`config.mk`:
```
export PLATFORM = sky130hd
export DESIGN_NAME = soglia_multi_alarm_flat
export DESIGN_NICKNAME = d
export VERILOG_FILES = /design/src/rtl/soglia_pkg.sv /design/src/rtl/soglia_multi_alarm_if.sv /design/src/rtl/soglia_ch.sv /design/src/rtl/soglia_multi_alarm.sv /design/src/flat_wrapper.sv
export SDC_FILE = /design/constraint.sdc
export NUM_CORES = 1
export LEC_CHECK = 0
export ABC_AREA = 1
export CAP_MARGIN = 25
export CORE_ASPECT_RATIO = 1.25
export CORE_UTILIZATION = 45
export CTS_CLUSTER_SIZE = 24
export DETAILED_ROUTE_END_ITERATION = 12
export GPL_TIMING_DRIVEN = 1
export PLACE_DENSITY = 0.73
export SLEW_MARGIN = 20
export SYNTH_ARGS = -nofsm -noshare
export SYNTH_HDL_FRONTEND = slang
export SYNTH_SLANG_ARGS = --single-unit
```
`constraint.sdc`:
```
create_clock -name clk -period 1.46 [get_ports clk]
set_input_delay 0.365 -clock clk [delete_from_list [all_inputs] [get_ports clk]]
set_output_delay 0.365 -clock clk [all_outputs]
set_load 0.1 [all_outputs]
```
`src/rtl/soglia_pkg.sv`:
```
// rtl/soglia_pkg.sv - shared types and helpers for the multi-channel threshold alarm
package soglia_pkg;

   typedef enum logic [1:0] {
      IDLE    = 2'd0,
      PENDING = 2'd1,
      ALARM   = 2'd2,
      ACKED   = 2'd3
   } ch_state_t;

   // An acknowledge arriving with a release sample takes the ACKED path so the clear pulse is not lost.
   localparam bit ACK_OVER_RELEASE = 1'b1;

   function automatic int cnt_width(input int persist);
      return (persist < 1) ? 1 : $clog2(persist + 1);
   endfunction

endpackage

```
`src/rtl/soglia_multi_alarm_if.sv`:
```
// rtl/soglia_multi_alarm_if.sv - level/threshold inputs, acknowledge and alarm outputs bundle
interface soglia_multi_alarm_if #(
   parameter int NCH  = 4,
   parameter int MAXB = 9
);
   logic                  sw;
   logic [NCH-1:0]        ch_en;
   logic [NCH-1:0]        dir;
   logic                  sample_valid;
   logic [NCH*MAXB-1:0]   livello;
   logic [NCH*MAXB-1:0]   soglia;
   logic                  change;
   logic                  enchange_al;
   logic [NCH-1:0]        alarm;
   logic [NCH-1:0]        clear;
   logic                  alarm_any;

   modport master (
      output sw, ch_en, dir, sample_valid, livello, soglia, change, enchange_al,
      input  alarm, clear, alarm_any
   );

   modport slave (
      input  sw, ch_en, dir, sample_valid, livello, soglia, change, enchange_al,
      output alarm, clear, alarm_any
   );
endinterface

```
`src/rtl/soglia_ch.sv`:
```
// rtl/soglia_ch.sv - one channel: compare, persistence counter, hysteresis release, ack FSM
module soglia_ch
   import soglia_pkg::*;
#(
   parameter int MAXB    = 9,
   parameter int PERSIST = 3,
   parameter int HYST    = 8,
   parameter int LATCH   = 1
) (
   input  logic            clk,
   input  logic            rst_n,
   input  logic            active,
   input  logic            dir,
   input  logic            valid,
   input  logic            ack,
   input  logic [MAXB-1:0] livello,
   input  logic [MAXB-1:0] soglia,
   output logic            alarm,
   output logic            clear
);
   localparam int              CW       = cnt_width(PERSIST);
   localparam logic [CW-1:0]   CNT_LAST = CW'(PERSIST - 1);
   localparam logic [MAXB:0]   HYST_X   = (MAXB+1)'(HYST);
   localparam logic [MAXB:0]   TOP_X    = {1'b0, {MAXB{1'b1}}};

   ch_state_t     state;
   logic [CW-1:0] cnt;
   logic [MAXB:0] lv_x, th_x;
   logic          trip, rel, rel_go;

   assign lv_x = {1'b0, livello};
   assign th_x = {1'b0, soglia};
   assign trip = dir ? (livello >= soglia) : (livello <= soglia);

   // Bands that would wrap past 0 or past full scale disable release entirely.
   assign rel    = dir ? ((th_x >= HYST_X) && (lv_x < th_x - HYST_X))
                       : ((th_x + HYST_X <= TOP_X) && (lv_x > th_x + HYST_X));
   assign rel_go = (LATCH == 0) && valid && rel;

   always_ff @(posedge clk or negedge rst_n) begin
      if (!rst_n) begin
         state <= IDLE;
         cnt   <= '0;
         alarm <= 1'b0;
         clear <= 1'b0;
      end else if (!active) begin
         state <= IDLE;
         cnt   <= '0;
         alarm <= 1'b0;
         clear <= 1'b0;
      end else begin
         clear <= 1'b0;
         case (state)
            IDLE: begin
               if (valid && trip) begin
                  cnt <= CW'(1);
                  if (PERSIST <= 1) begin
                     state <= ALARM;
                     alarm <= 1'b1;
                  end else begin
                     state <= PENDING;
                  end
               end
            end
            PENDING: begin
               if (valid && trip) begin
                  cnt <= cnt + CW'(1);
                  if (cnt >= CNT_LAST) begin
                     state <= ALARM;
                     alarm <= 1'b1;
                  end
               end else if (valid) begin
                  state <= IDLE;
                  cnt   <= '0;
               end
            end
            ALARM: begin
               if (ack && (ACK_OVER_RELEASE || !rel_go)) begin
                  state <= ACKED;
                  alarm <= 1'b0;
                  clear <= 1'b1;
               end else if (rel_go) begin
                  state <= IDLE;
                  alarm <= 1'b0;
                  cnt   <= '0;
               end
            end
            ACKED: begin
               if (valid && rel) begin
                  state <= IDLE;
                  cnt   <= '0;
               end
            end
            default: begin
               state <= IDLE;
               cnt   <= '0;
               alarm <= 1'b0;
            end
         endcase
      end
   end
endmodule

```
`src/rtl/soglia_multi_alarm.sv`:
```
// rtl/soglia_multi_alarm.sv - NCH-channel threshold alarm with shared acknowledge
module soglia_multi_alarm
   import soglia_pkg::*;
#(
   parameter int NCH     = 4,
   parameter int MAXB    = 9,
   parameter int PERSIST = 3,
   parameter int HYST    = 8,
   parameter int LATCH   = 1
) (
   input  logic clk,
   input  logic rst_n,
   soglia_multi_alarm_if.slave bus
);
   logic           ack;
   logic [NCH-1:0] alarm_w;
   logic [NCH-1:0] clear_w;

   assign ack = bus.change & bus.enchange_al;

   for (genvar i = 0; i < NCH; i++) begin : g_ch
      soglia_ch #(
         .MAXB    (MAXB),
         .PERSIST (PERSIST),
         .HYST    (HYST),
         .LATCH   (LATCH)
      ) u_ch (
         .clk     (clk),
         .rst_n   (rst_n),
         .active  (bus.sw & bus.ch_en[i]),
         .dir     (bus.dir[i]),
         .valid   (bus.sample_valid),
         .ack     (ack),
         .livello (bus.livello[i*MAXB +: MAXB]),
         .soglia  (bus.soglia[i*MAXB +: MAXB]),
         .alarm   (alarm_w[i]),
         .clear   (clear_w[i])
      );
   end

   assign bus.alarm     = alarm_w;
   assign bus.clear     = clear_w;
   assign bus.alarm_any = |alarm_w;
endmodule
```
`src/flat_wrapper.sv`:
```
// flat-port wrapper written by rule: the top's interface ports become plain ports
module soglia_multi_alarm_flat import soglia_pkg::*;
#(
   parameter int NCH     = 4,
   parameter int MAXB    = 9,
   parameter int PERSIST = 3,
   parameter int HYST    = 8,
   parameter int LATCH   = 1
)
  (clk, rst_n, bus_sw, bus_ch_en, bus_dir, bus_sample_valid, bus_livello, bus_soglia, bus_change, bus_enchange_al, bus_alarm, bus_clear, bus_alarm_any);
  soglia_multi_alarm_if #(.NCH(NCH), .MAXB(MAXB)) bus_i ();
  input  logic clk;
  input  logic rst_n;
  input wire logic [$bits(bus_i.sw)-1:0] bus_sw;
  input wire logic [$bits(bus_i.ch_en)-1:0] bus_ch_en;
  input wire logic [$bits(bus_i.dir)-1:0] bus_dir;
  input wire logic [$bits(bus_i.sample_valid)-1:0] bus_sample_valid;
  input wire logic [$bits(bus_i.livello)-1:0] bus_livello;
  input wire logic [$bits(bus_i.soglia)-1:0] bus_soglia;
  input wire logic [$bits(bus_i.change)-1:0] bus_change;
  input wire logic [$bits(bus_i.enchange_al)-1:0] bus_enchange_al;
  output wire logic [$bits(bus_i.alarm)-1:0] bus_alarm;
  output wire logic [$bits(bus_i.clear)-1:0] bus_clear;
  output wire logic [$bits(bus_i.alarm_any)-1:0] bus_alarm_any;
  assign bus_i.sw = bus_sw;
  assign bus_i.ch_en = bus_ch_en;
  assign bus_i.dir = bus_dir;
  assign bus_i.sample_valid = bus_sample_valid;
  assign bus_i.livello = bus_livello;
  assign bus_i.soglia = bus_soglia;
  assign bus_i.change = bus_change;
  assign bus_i.enchange_al = bus_enchange_al;
  assign bus_alarm = bus_i.alarm;
  assign bus_clear = bus_i.clear;
  assign bus_alarm_any = bus_i.alarm_any;
  soglia_multi_alarm #(.NCH(NCH), .MAXB(MAXB), .PERSIST(PERSIST), .HYST(HYST), .LATCH(LATCH)) u_core (.clk(clk), .rst_n(rst_n), .bus(bus_i));
endmodule
```
==> metrics.md <==
| Metric | Value |
|---|---|
| Status | `complete, but fails checks` |
| Failing checks | `negative setup slack` |
| Reg2reg setup slack | `0.01 ns` |
| Growth of design area from synthesis to finish | `69.1%` |
| Final core occ | `0.780` |
| Worst flop-to-flop path startpoint | `u_core.g_ch[0].u_ch.state[0]$_DFFE_PN0P_` |
| Power Total | `0.00401 W` |
| IO buf count | `94` |
| Share of layout cells above drive strength 1 | `0.394` |
| Leakage | `4.24 nW` |
| Synth Register Bits | `24` |
| Fin. max-slew vios | `0` |
| Clk_lat worst skew | `0.26 ns` |
| Slew @ Worst Pin | `0.491 ns` |
| Worst setup EP type | `flip-flop` |
| Max-cap violations | `0` |
| Post-synthesis sequential area ratio | `0.124` |
| Synth async-reset ratio | `1.00` |
| Critical path cell sequence | `buf_12, inv_16, ha_4, inv_2, nor2_4, a21oi_2, a21oi_2, ha_1, a21o_1, nand3_1, nand2_1, nor2_1, nand3_1, nand2_1, nand3_2, nand2_4, nand3_2, nand2_1, nand2_1` |
| DR vias | `5780` |
| Die Wd | `94.8 µm` |
| Die boundary height | `118 µm` |
| Largest net degree at the start of global routing | `25` |
| Worst Reg-to-Reg Cells | `10` |
| Critical path depth | `19` |
| Final instance area | `0.00819 mm²` |
| WL final | `15000 µm` |
| Placement Cell Area | `0.00709 mm²` |
| Core ar. | `0.0105 mm²` |
| Worst min path class | `flip-flop to flip-flop` |
| Worst setup margin | `-0.656 ns` |
| CTS tree | `done` |
| Final hold vios | `0` |
| Final setup vio count | `21` |
| Slowest CP cell | `ha_1` |
| Worst-path fanout max | `5` |
| DRC errors left | `0` |
| EDFF count, synth | `0` |
| CP max stage delay | `0.27 ns` |
| Maximum clock rate | `472 MHz` |
| M1 GR Usage | `0.274` |
| Die area | `0.0112 mm²` |
| Via density | `5.17` |
| Initial antenna violation count | `0` |
| H-tree depth | `1` |
| Critical path type | `primary input to flip-flop` |
| Startpoint types | `primary input` |
| CTS root buf | `clkbuf_16` |
| Slew headroom | `0.670` |
| Gpl congestion | `0.855` |
| Crit-path most repeated cell | `nand2_1` |
| Post-CTS Hold Buffers | `0` |
| Crit path from | `bus_soglia[13]` |
| WP buf/inv | `3` |
| M3 GR Usage | `0.0161` |
| Synthesized instance count | `766` |
| Final-layout fill cell count | `703` |
| First-pass GRT wire length | `24100 µm` |
| R2R Path End | `u_core.g_ch[0].u_ch.state[0]$_DFFE_PN0P_` |
| I/O Pins | `95` |
| Place WS | `-1.42 ns` |
| Crit-path leading delay family | `simple AND/OR/NAND/NOR gates` |
| Number of DRC markers in iteration 0 | `247` |
| Post-Syn Area per Cell | `6.33 µm²` |
| Core Rows | `42` |
| Tmin final | `2.12 ns` |
| WHS | `0.477 ns` |
| Crit path arrival time | `2.27 ns` |
| CP Capture Point | `u_core.g_ch[1].u_ch.cnt[1]$_DFFE_PN0P_` |
| Critical Path RT | `1.61 ns` |
| DP Wirelength | `10600 µm` |
| Most Crowded Layer GR | `met2` |
| Total grt overflow | `0` |
| Gr usage total | `0.259` |
| Cell Area, Synth | `0.00485 mm²` |
| RSZ-0062 raised after global routing | `true` |
| Setup Skew | `0.00338 ns` |
| Post-DR wirelength/cell | `13.4 µm` |
| Vias in the first global route | `5834` |
| P per Cell Area | `490 mW/mm²` |
| VDD IR max | `0.354 mV` |
| Post-route ant nets | `0` |
| Starting Density | `0.461` |
| Prevailing post-synth register cell | `dfrtp_1` |
| Hold Crit Start | `u_core.g_ch[1].u_ch.cnt[0]$_DFFE_PN0P_` |
| Synth warnings | `0` |
| Max Root-Sink Buffers | `2` |
| Detailed Routing Iterations Pass 1 | `5` |
| # clock sinks | `24` |
| Clock-pin slew on the worst setup and hold paths | `0.06 ns` |
| Diodes inserted | `0` |
| Netlist cell types | `34` |
| Met2 Usage GRT | `0.515` |
| Nets | `1164` |
| Tcrit/Tclk final | `1.45` |
| Syn Nets | `944` |
| Inserted Clock Buffers | `3` |
Yosys cell counts (all sizes together) (2+ instances only):
master,instances,area share
nand2,208,0.17
o31ai,4,0.0062
a21o,4,0.0062
nor2,78,0.067
xor2,20,0.036
inv,142,0.11
dfrtp,24,0.12
ha,92,0.24
or3,2,0.0026
o21bai,2,0.0031
buf,15,0.021
o21a,5,0.0077
o21ai,19,0.020
nor3,16,0.020
nand3b,3,0.0046
clkinv,2,0.0015
nand4,26,0.034
a21oi,33,0.041
or2,2,0.0026
xnor2,7,0.013
nand3,59,0.073
placed cells by master, fill, tap and decap left out, types with 6 or more instances in the layout:
master,instances
nor2_2,11
inv_1,106
o21ai_2,7
nor3_1,9
nand2_2,22
nor2_4,7
nand3_2,26
nand2_1,172
xor2_1,19
buf_8,7
buf_2,6
clkdlybuf4s15_1,9
a21oi_2,18
o21ai_1,7
nor2_1,60
dlygate4sd2_1,28
dfrtp_1,24
buf_4,128
buf_6,15
ha_1,50
clkdlybuf4s15_2,8
nand3_1,30
inv_2,22
ha_4,38
nand4_1,26
buf_12,15
nand2_4,14
a21oi_1,12
clkdlybuf4s50_1,12
final cells by class:
class / instances / area (µm²) / area share
Sequential cell: 24 / 601 / 0.0733
Clock inverter: 1 / 30.0 / 0.00366
Clock buffer: 3 / 75.1 / 0.00916
Timing Repair Buffer: 231 / 2140 / 0.261
Multi-Input combinational cell: 582 / 4550 / 0.555
Tap cell: 132 / 165 / 0.0202
Inverter: 144 / 636 / 0.0776
tightest hold or removal path: stages, from the launching register on:
cell     delay [ns]
dfrtp_1        0.35
nand2_1        0.05
nand2_1        0.05
timing repair:
action | CTS | global route
endpoints found under the hold margin | 0 | 0
resized for setup | 343 | 62
endpoints found under the setup margin | 22 | 21
buffers inserted | 21 | 11
pin swaps | 159 | 87
per-layer routing:
metal,wire [µm],vias to the layer above
met4,550,0
li1,-,2900
met3,547,53
met5,0,-
met1,5720,2664
met2,8210,163
logic make-up after synthesis:
kind of cell	synth area share
buffers and inverters	0.134
AOI/OAI and AO/OA	0.0854
xor gates and xnor gates	0.0488
adders and majority gates	0.237
DFF	0.124
and+or+nand+nor	0.371
how the worst min path moves through the flow:
stage	to	slack [ns]	depth (start not counted)
floorplan	u_core.g_ch[0].u_ch.alarm$_DFFE_PN0P_	0.07	0
global placement	u_core.g_ch[1].u_ch.cnt[0]$_DFFE_PN0P_	0.45	2
detailed placement	u_core.g_ch[1].u_ch.cnt[0]$_DFFE_PN0P_	0.46	2
CTS	u_core.g_ch[1].u_ch.cnt[0]$_DFFE_PN0P_	0.48	2
global route	u_core.g_ch[1].u_ch.cnt[0]$_DFFE_PN0P_	0.49	2
finish	u_core.g_ch[1].u_ch.cnt[0]$_DFFE_PN0P_	0.48	2
through the flow:
step	std cells	setup TNS, ns
5_1_grt	1117	-13.87
6_report	1117	-11.36
4_1_cts	1108	-10.37
2_1_floorplan	766	-9.82
3_5_place_dp	1090	-27.52
3_3_place_gp	1090	-25.95
registers in the layout (all words and copies together), names as in the netlist:
signal / count
u_core.g_ch.u_ch.clear: 4
u_core.g_ch.u_ch.state: 8
u_core.g_ch.u_ch.alarm: 4
u_core.g_ch.u_ch.cnt: 8
power breakdown:
group / internal (W) / switching [W] / leakage [nW] / total [W]
Clock: 0.000545 / 0.000230 / 0.0511 / 0.000774
Sequential: 0.000705 / 0.0000282 / 0.324 / 0.000734
Combinational: 0.00119 / 0.00131 / 3.87 / 0.00251
Total: 0.00244 / 0.00157 / 4.24 / 0.00401
Note: power is estimated with default switching activity, not from simulation.
